**src/rtl/r_response_memory.sv**
```systemverilog
// r_response_memory
//   Parking store for R-channel beats that the ID ordering unit cannot
//   forward yet. Beats are grouped per uid into burst slots and are handed
//   back in arrival order when the ordering unit asks for that uid.
//
// Ports
//   clk, rst        clock, synchronous active-high reset
//   store_*         store side: valid/ready handshake with id, data, resp, last
//   release_uid     uid the ordering unit wants next
//   release_ready   pop the presented beat
//   release_valid   a parked beat of release_uid is presented
//   release_data/resp/last  presented beat (zero when !release_valid)
//   slots_used      registered count of non-free slots
//   overflow_err    sticky: a burst ran past MAX_LEN beats without last
module r_response_memory #(
  parameter int ID_WIDTH   = 4,
  parameter int DATA_WIDTH = 32,
  parameter int RESP_WIDTH = 2,
  parameter int NUM_SLOTS  = 4,
  parameter int MAX_LEN    = 8
) (
  input  logic                             clk,
  input  logic                             rst,
  input  logic                             store_valid,
  output logic                             store_ready,
  input  logic [ID_WIDTH-1:0]              store_id,
  input  logic [DATA_WIDTH-1:0]            store_data,
  input  logic [RESP_WIDTH-1:0]            store_resp,
  input  logic                             store_last,
  input  logic [ID_WIDTH-1:0]              release_uid,
  input  logic                             release_ready,
  output logic                             release_valid,
  output logic [DATA_WIDTH-1:0]            release_data,
  output logic [RESP_WIDTH-1:0]            release_resp,
  output logic                             release_last,
  output logic [$clog2(NUM_SLOTS+1)-1:0]   slots_used,
  output logic                             overflow_err
);

  localparam int CNT_W  = $clog2(MAX_LEN + 1);
  localparam int IDX_W  = (MAX_LEN > 1) ? $clog2(MAX_LEN) : 1;
  localparam int SLOT_W = (NUM_SLOTS > 1) ? $clog2(NUM_SLOTS) : 1;
  localparam int USED_W = $clog2(NUM_SLOTS + 1);
  localparam logic [CNT_W-1:0] LEN_MAX = CNT_W'(MAX_LEN);

  typedef enum logic [1:0] {S_FREE, S_FILLING, S_COMPLETE} slot_state_e;

  typedef struct packed {
    logic [DATA_WIDTH-1:0] data;
    logic [RESP_WIDTH-1:0] resp;
    logic                  last;
  } beat_t;

  slot_state_e         state  [NUM_SLOTS];
  logic [ID_WIDTH-1:0] uid    [NUM_SLOTS];
  logic [CNT_W-1:0]    wr_cnt [NUM_SLOTS];
  logic [CNT_W-1:0]    rd_cnt [NUM_SLOTS];
  beat_t               mem    [NUM_SLOTS][MAX_LEN];

  logic              st_hit, free_hit, rl_hit;
  logic [SLOT_W-1:0] st_idx, free_idx, rl_idx;
  logic              st_room, store_fire, pop, pop_last;
  logic [SLOT_W-1:0] wr_slot;
  logic [IDX_W-1:0]  wr_idx;
  logic [USED_W-1:0] used_now;
  beat_t             rd_beat;

  // Lowest-index priority for store match, free allocation and release match.
  always_comb begin
    st_hit   = 1'b0;
    st_idx   = '0;
    free_hit = 1'b0;
    free_idx = '0;
    rl_hit   = 1'b0;
    rl_idx   = '0;
    used_now = '0;
    for (int unsigned i = 0; i < NUM_SLOTS; i++) begin
      if (!st_hit && state[i] == S_FILLING && uid[i] == store_id) begin
        st_hit = 1'b1;
        st_idx = SLOT_W'(i);
      end
      if (!free_hit && state[i] == S_FREE) begin
        free_hit = 1'b1;
        free_idx = SLOT_W'(i);
      end
      if (!rl_hit && state[i] != S_FREE && uid[i] == release_uid) begin
        rl_hit = 1'b1;
        rl_idx = SLOT_W'(i);
      end
      if (state[i] != S_FREE) used_now = used_now + USED_W'(1);
    end
  end

  always_comb begin
    st_room       = st_hit && (wr_cnt[st_idx] < LEN_MAX);
    store_ready   = st_hit ? st_room : free_hit;
    store_fire    = store_valid && store_ready;
    wr_slot       = st_hit ? st_idx : free_idx;
    wr_idx        = st_hit ? wr_cnt[st_idx][IDX_W-1:0] : '0;

    release_valid = rl_hit && (rd_cnt[rl_idx] < wr_cnt[rl_idx]);
    rd_beat       = mem[rl_idx][rd_cnt[rl_idx][IDX_W-1:0]];
    release_data  = release_valid ? rd_beat.data : '0;
    release_resp  = release_valid ? rd_beat.resp : '0;
    release_last  = release_valid ? rd_beat.last : 1'b0;
    pop           = release_valid && release_ready;
    pop_last      = pop && rd_beat.last;
  end

  // Beat storage carries no reset; the counters alone define what is valid.
  always_ff @(posedge clk) begin
    if (store_fire) begin
      mem[wr_slot][wr_idx] <= '{data: store_data, resp: store_resp, last: store_last};
    end
  end

  // A popped last beat frees the slot. That slot is still non-FREE in this
  // cycle's allocation search, so it only becomes allocatable next cycle.
  always_ff @(posedge clk) begin
    if (rst) begin
      for (int unsigned i = 0; i < NUM_SLOTS; i++) begin
        state[i]  <= S_FREE;
        uid[i]    <= '0;
        wr_cnt[i] <= '0;
        rd_cnt[i] <= '0;
      end
      slots_used   <= '0;
      overflow_err <= 1'b0;
    end else begin
      for (int unsigned i = 0; i < NUM_SLOTS; i++) begin
        if (store_fire && wr_slot == SLOT_W'(i)) begin
          if (st_hit) begin
            wr_cnt[i] <= wr_cnt[i] + CNT_W'(1);
          end else begin
            uid[i]    <= store_id;
            wr_cnt[i] <= CNT_W'(1);
          end
          state[i] <= store_last ? S_COMPLETE : S_FILLING;
        end
        if (pop && rl_idx == SLOT_W'(i)) begin
          if (pop_last) begin
            state[i]  <= S_FREE;
            wr_cnt[i] <= '0;
            rd_cnt[i] <= '0;
          end else begin
            rd_cnt[i] <= rd_cnt[i] + CNT_W'(1);
          end
        end
      end
      // Registered count trails slot state changes by one cycle.
      slots_used <= used_now;
      if (store_valid && st_hit && !st_room) overflow_err <= 1'b1;
    end
  end

endmodule

```
**config.mk**
```make
export PLATFORM = sky130hd
export DESIGN_NAME = r_response_memory
export DESIGN_NICKNAME = d
export VERILOG_FILES = /design/src/rtl/r_response_memory.sv
export SDC_FILE = /design/constraint.sdc
export NUM_CORES = 1
export LEC_CHECK = 0
export CORE_ASPECT_RATIO = 0.5
export CORE_MARGIN = 1.5
export CORE_UTILIZATION = 50
export CTS_CLUSTER_DIAMETER = 60
export DETAILED_ROUTE_END_ITERATION = 8
export HOLD_SLACK_MARGIN = 0.08
export PLACE_DENSITY = 0.63
export SETUP_SLACK_MARGIN = 0.1
export SLEW_MARGIN = 10
export SYNTH_ARGS = -nofsm -noshare
export SYNTH_HDL_FRONTEND = slang
export SYNTH_SLANG_ARGS = --single-unit
```
**constraint.sdc**
```tcl
create_clock -name clk -period 25.4 [get_ports clk]
set_clock_uncertainty 0.05 [all_clocks]
set_input_delay 7.62 -clock clk [delete_from_list [all_inputs] [get_ports clk]]
set_output_delay 7.62 -clock clk [all_outputs]
set_load 0.02 [all_outputs]
```
==> run metrics <==
register area share after synthesis 75.3%; fin. max-slew vios 0; setup ws final 3.09 ns; Leak Pwr 0.0168 µW; post-DR vias/cell 6.45; Sink Count 1180; R2R cell count 17; status finished clean; top_reg_cell synth edfxtp_1; slowest CP cell and2_2; layout cells sized above 1 11.4%; Finished Layout Cells 4294; Die H 220 µm; area leader, netlist edfxtp_1; Min-Delay Path Class flop to flop; grt ovf 0; Synth area leaders edfxtp_1 75%, o221ai_1 4.2%, mux2i_1 2.1%, nand2_1 2.0%, mux4_2 1.8%; mapped cell area 47000 µm²; H-Tree Depth 3; final-report setup violation count 0; post-synthesis cell count 2896; DR iter-0 viols 3595; Post-layout nets 3012; synth warn 0; EDFF count, synth 1176; Final Core Density 56.7%; maximum clock path buffer count 3; Die X 437 µm; Ports 88; RSZ-0062 raised after global routing no; Compound-Gate Fraction of Synth Area 9.36%; pre-CTS setup slack 3.17 ns; Peak Freq 0.0448 GHz; setup TNS 0 ns; crit path launch type primary input; Buffers on Ports 87; CTS Root Cell clkbuf_16; critical path fanouts, max 42; first drt pass iteration count 5; PwrDens 80.5 nW/µm²; Avg Cell Area, Syn 16.2 µm²; ys async rst share 0%; Setup crit end kind primary output; Core Box Area 93000 µm²; syn nets 2959; Final Cycle Share 87.8%; CTS Hold Bufs 0; drt drc 0; WL/cell 29.1 µm; Crit path buffers/inverters 4; post-synth cell types 73; Post-Synth Simple-Gate Area 7.47%; Initial Utilization 50.5%; Resized Gates After CTS 0; Worst Tran Pin Value 1.18 ns; Setup CP Type primary input to primary output; via count 27700; Data required, critical path 17.73 ns; Final HPWL DP 61900 µm; die area 96000 µm²; initial antenna violation count 1; adder-cell share of the synthesized area 0.426%; Arr. time, crit path 14.64 ns; CP delay by family, top simple AND/OR/NAND/NOR gates; mux contribution to synthesized area 4.65%; Cell Rows 79; first-pass GRT wire length 182000 µm; Inst Count DP 4099; final period demand of the worst path 22.31 ns; maximum ir drop on the vdd rail 0.0561 mV; Yosys top cell area share 75.1%; vias in the first global route 26600; slowest stage delay, CP 0.77 ns; flops & latches, synth 1180; total stage count of the critical path 20; max capacitance violation total 0; worst-path cell chain clkdlybuf4s50_1, xor2_1, nor3_1, and2_1, or3_1, nor2_4, a221oi_4, inv_6, ha_1, a21oi_1, nor2b_1, a311oi_1, o21ai_0, o41ai_4, and2_2, buf_4, and3_1, a21oi_1, o221ai_1, clkdlybuf4s50_1; Post-Route WL 125000 µm; number of setup buffers added after CTS 0; Post-Synth XOR/XNOR Area 0.838%; Total GRT Usage 26.0%; clock transition at the registers of the reported paths 0.07 ns; Area Growth Syn to Fin 12.1%; Antenna Nets Post-Route 0; TritonCTS clock tree yes; largest family of logic cells by synthesized area compound AO/OA/AOI/OAI gates; Worst slew margin 21.3%; Worst-Skew Late Latency 0.71 ns; largest net degree at the start of global routing 143; Hold Path Depth 2; diodes inserted 0; Inserted Clock Buffers 103; GPL Wtd Cong 0.847; Final Hold Vio Count 0
-- cells by family (layout without fill, tap and decap cells) --
group,after synthesis,count (layout)
buffers and inverters,225,368
flip-flops,1180,1180
AND/OR/NAND/NOR,674,674
adder cells (fa/ha/maj),16,16
XOR/XNOR,45,45
AO/OA/AOI/OAI,588,588
multiplexers,168,168
-- worst register-to-register path, delay by kind of cell (launching register included) --
| kind | cells | cell delay (ns) |
|---|---|---|
| and+or+nand+nor | 9 | 3.18 |
| AOI/OAI and AO/OA | 5 | 1.38 |
| DFF | 1 | 0.42 |
| adders and majority gates | 1 | 0.28 |
| buffers and inverters | 1 | 0.22 |
| xor gates and xnor gates | 1 | 0.17 |
-- area by class of cell --
class | instances | area (µm²)
clock buffers | 126 | 2690
fillers | 7063 | 40300
flip-flops and latches | 1180 | 35400
repair buffers | 153 | 1380
inverters | 20 | 80.1
multi-input cells | 1491 | 11000
well taps | 1255 | 1570
clock inverters | 69 | 582
-- registers in the layout, summed over array words and instances (netlist names) --
register / flops
slots_used: 3
wr_cnt: 16
uid: 16
state: 8
rd_cnt: 16
overflow_err: 1
mem: 1120
-- cell usage after synthesis, types with 44 or more instances --
master    count
edfxtp_1   1176
a22o_1       44
and3_1       98
o221ai_1    225
buf_2        48
o22ai_1      79
nand3_1      84
a21oi_1      95
nand2_1     251
nor2_1       85
clkbuf_1    129
mux2i_1      97
-- metrics by stage --
step | cell area (µm²) | power, µW | hold slack (ns)
2_1_floorplan | 47000 | 2550 | 0.472
3_3_place_gp | 49400 | 2730 | 0.386
3_5_place_dp | 49400 | 2740 | 0.390
4_1_cts | 52700 | 4260 | 0.401
5_1_grt | 52700 | 4380 | 0.432
6_report | 52700 | 4240 | 0.402
-- power by group --
| group | switching, µW | internal (µW) |
|---|---|---|
| Clock | 721 | 821 |
| Combinational | 332 | 172 |
| Sequential | 14.1 | 2180 |
-- cell usage in the layout (no fill, tap or decap), types with 13 or more instances in the layout --
master	n
clkdlybuf4s50_1	87
edfxtp_1	1176
inv_1	19
mux2i_1	97
nor2_1	60
a22o_1	44
a31oi_1	19
o21ai_0	34
mux4_2	37
a21oi_1	94
ha_1	16
o22ai_1	79
o221ai_1	225
nor4_1	35
clkbuf_1	22
xnor2_1	25
nor3_1	13
clkinv_1	30
clkbuf_16	104
nand3_1	84
clkinv_2	18
a22oi_1	40
xor2_1	20
nor2_4	26
nand2_1	250
and4_1	17
and3_1	98
mux2_2	34
buf_4	65
-- metal layers --
metal	global-route usage, %	part of all wire [%]	vias up
met3	4.16	8.0	181
met5	0	0	-
met2	40.1	46	1184
met1	38.6	44	14500
li1	-	-	11900
met4	7.22	2.1	0
-- final timing paths --
path                  start  slack (ns)                to
max          release_uid[2]        3.09  release_data[30]
min            overflow_err        0.40      overflow_err
max reg2reg       uid[1][2]       19.40      wr_cnt[2][2]
min reg2reg    overflow_err        0.40      overflow_err
No activity file was read; power rests on OpenSTA's default activity.
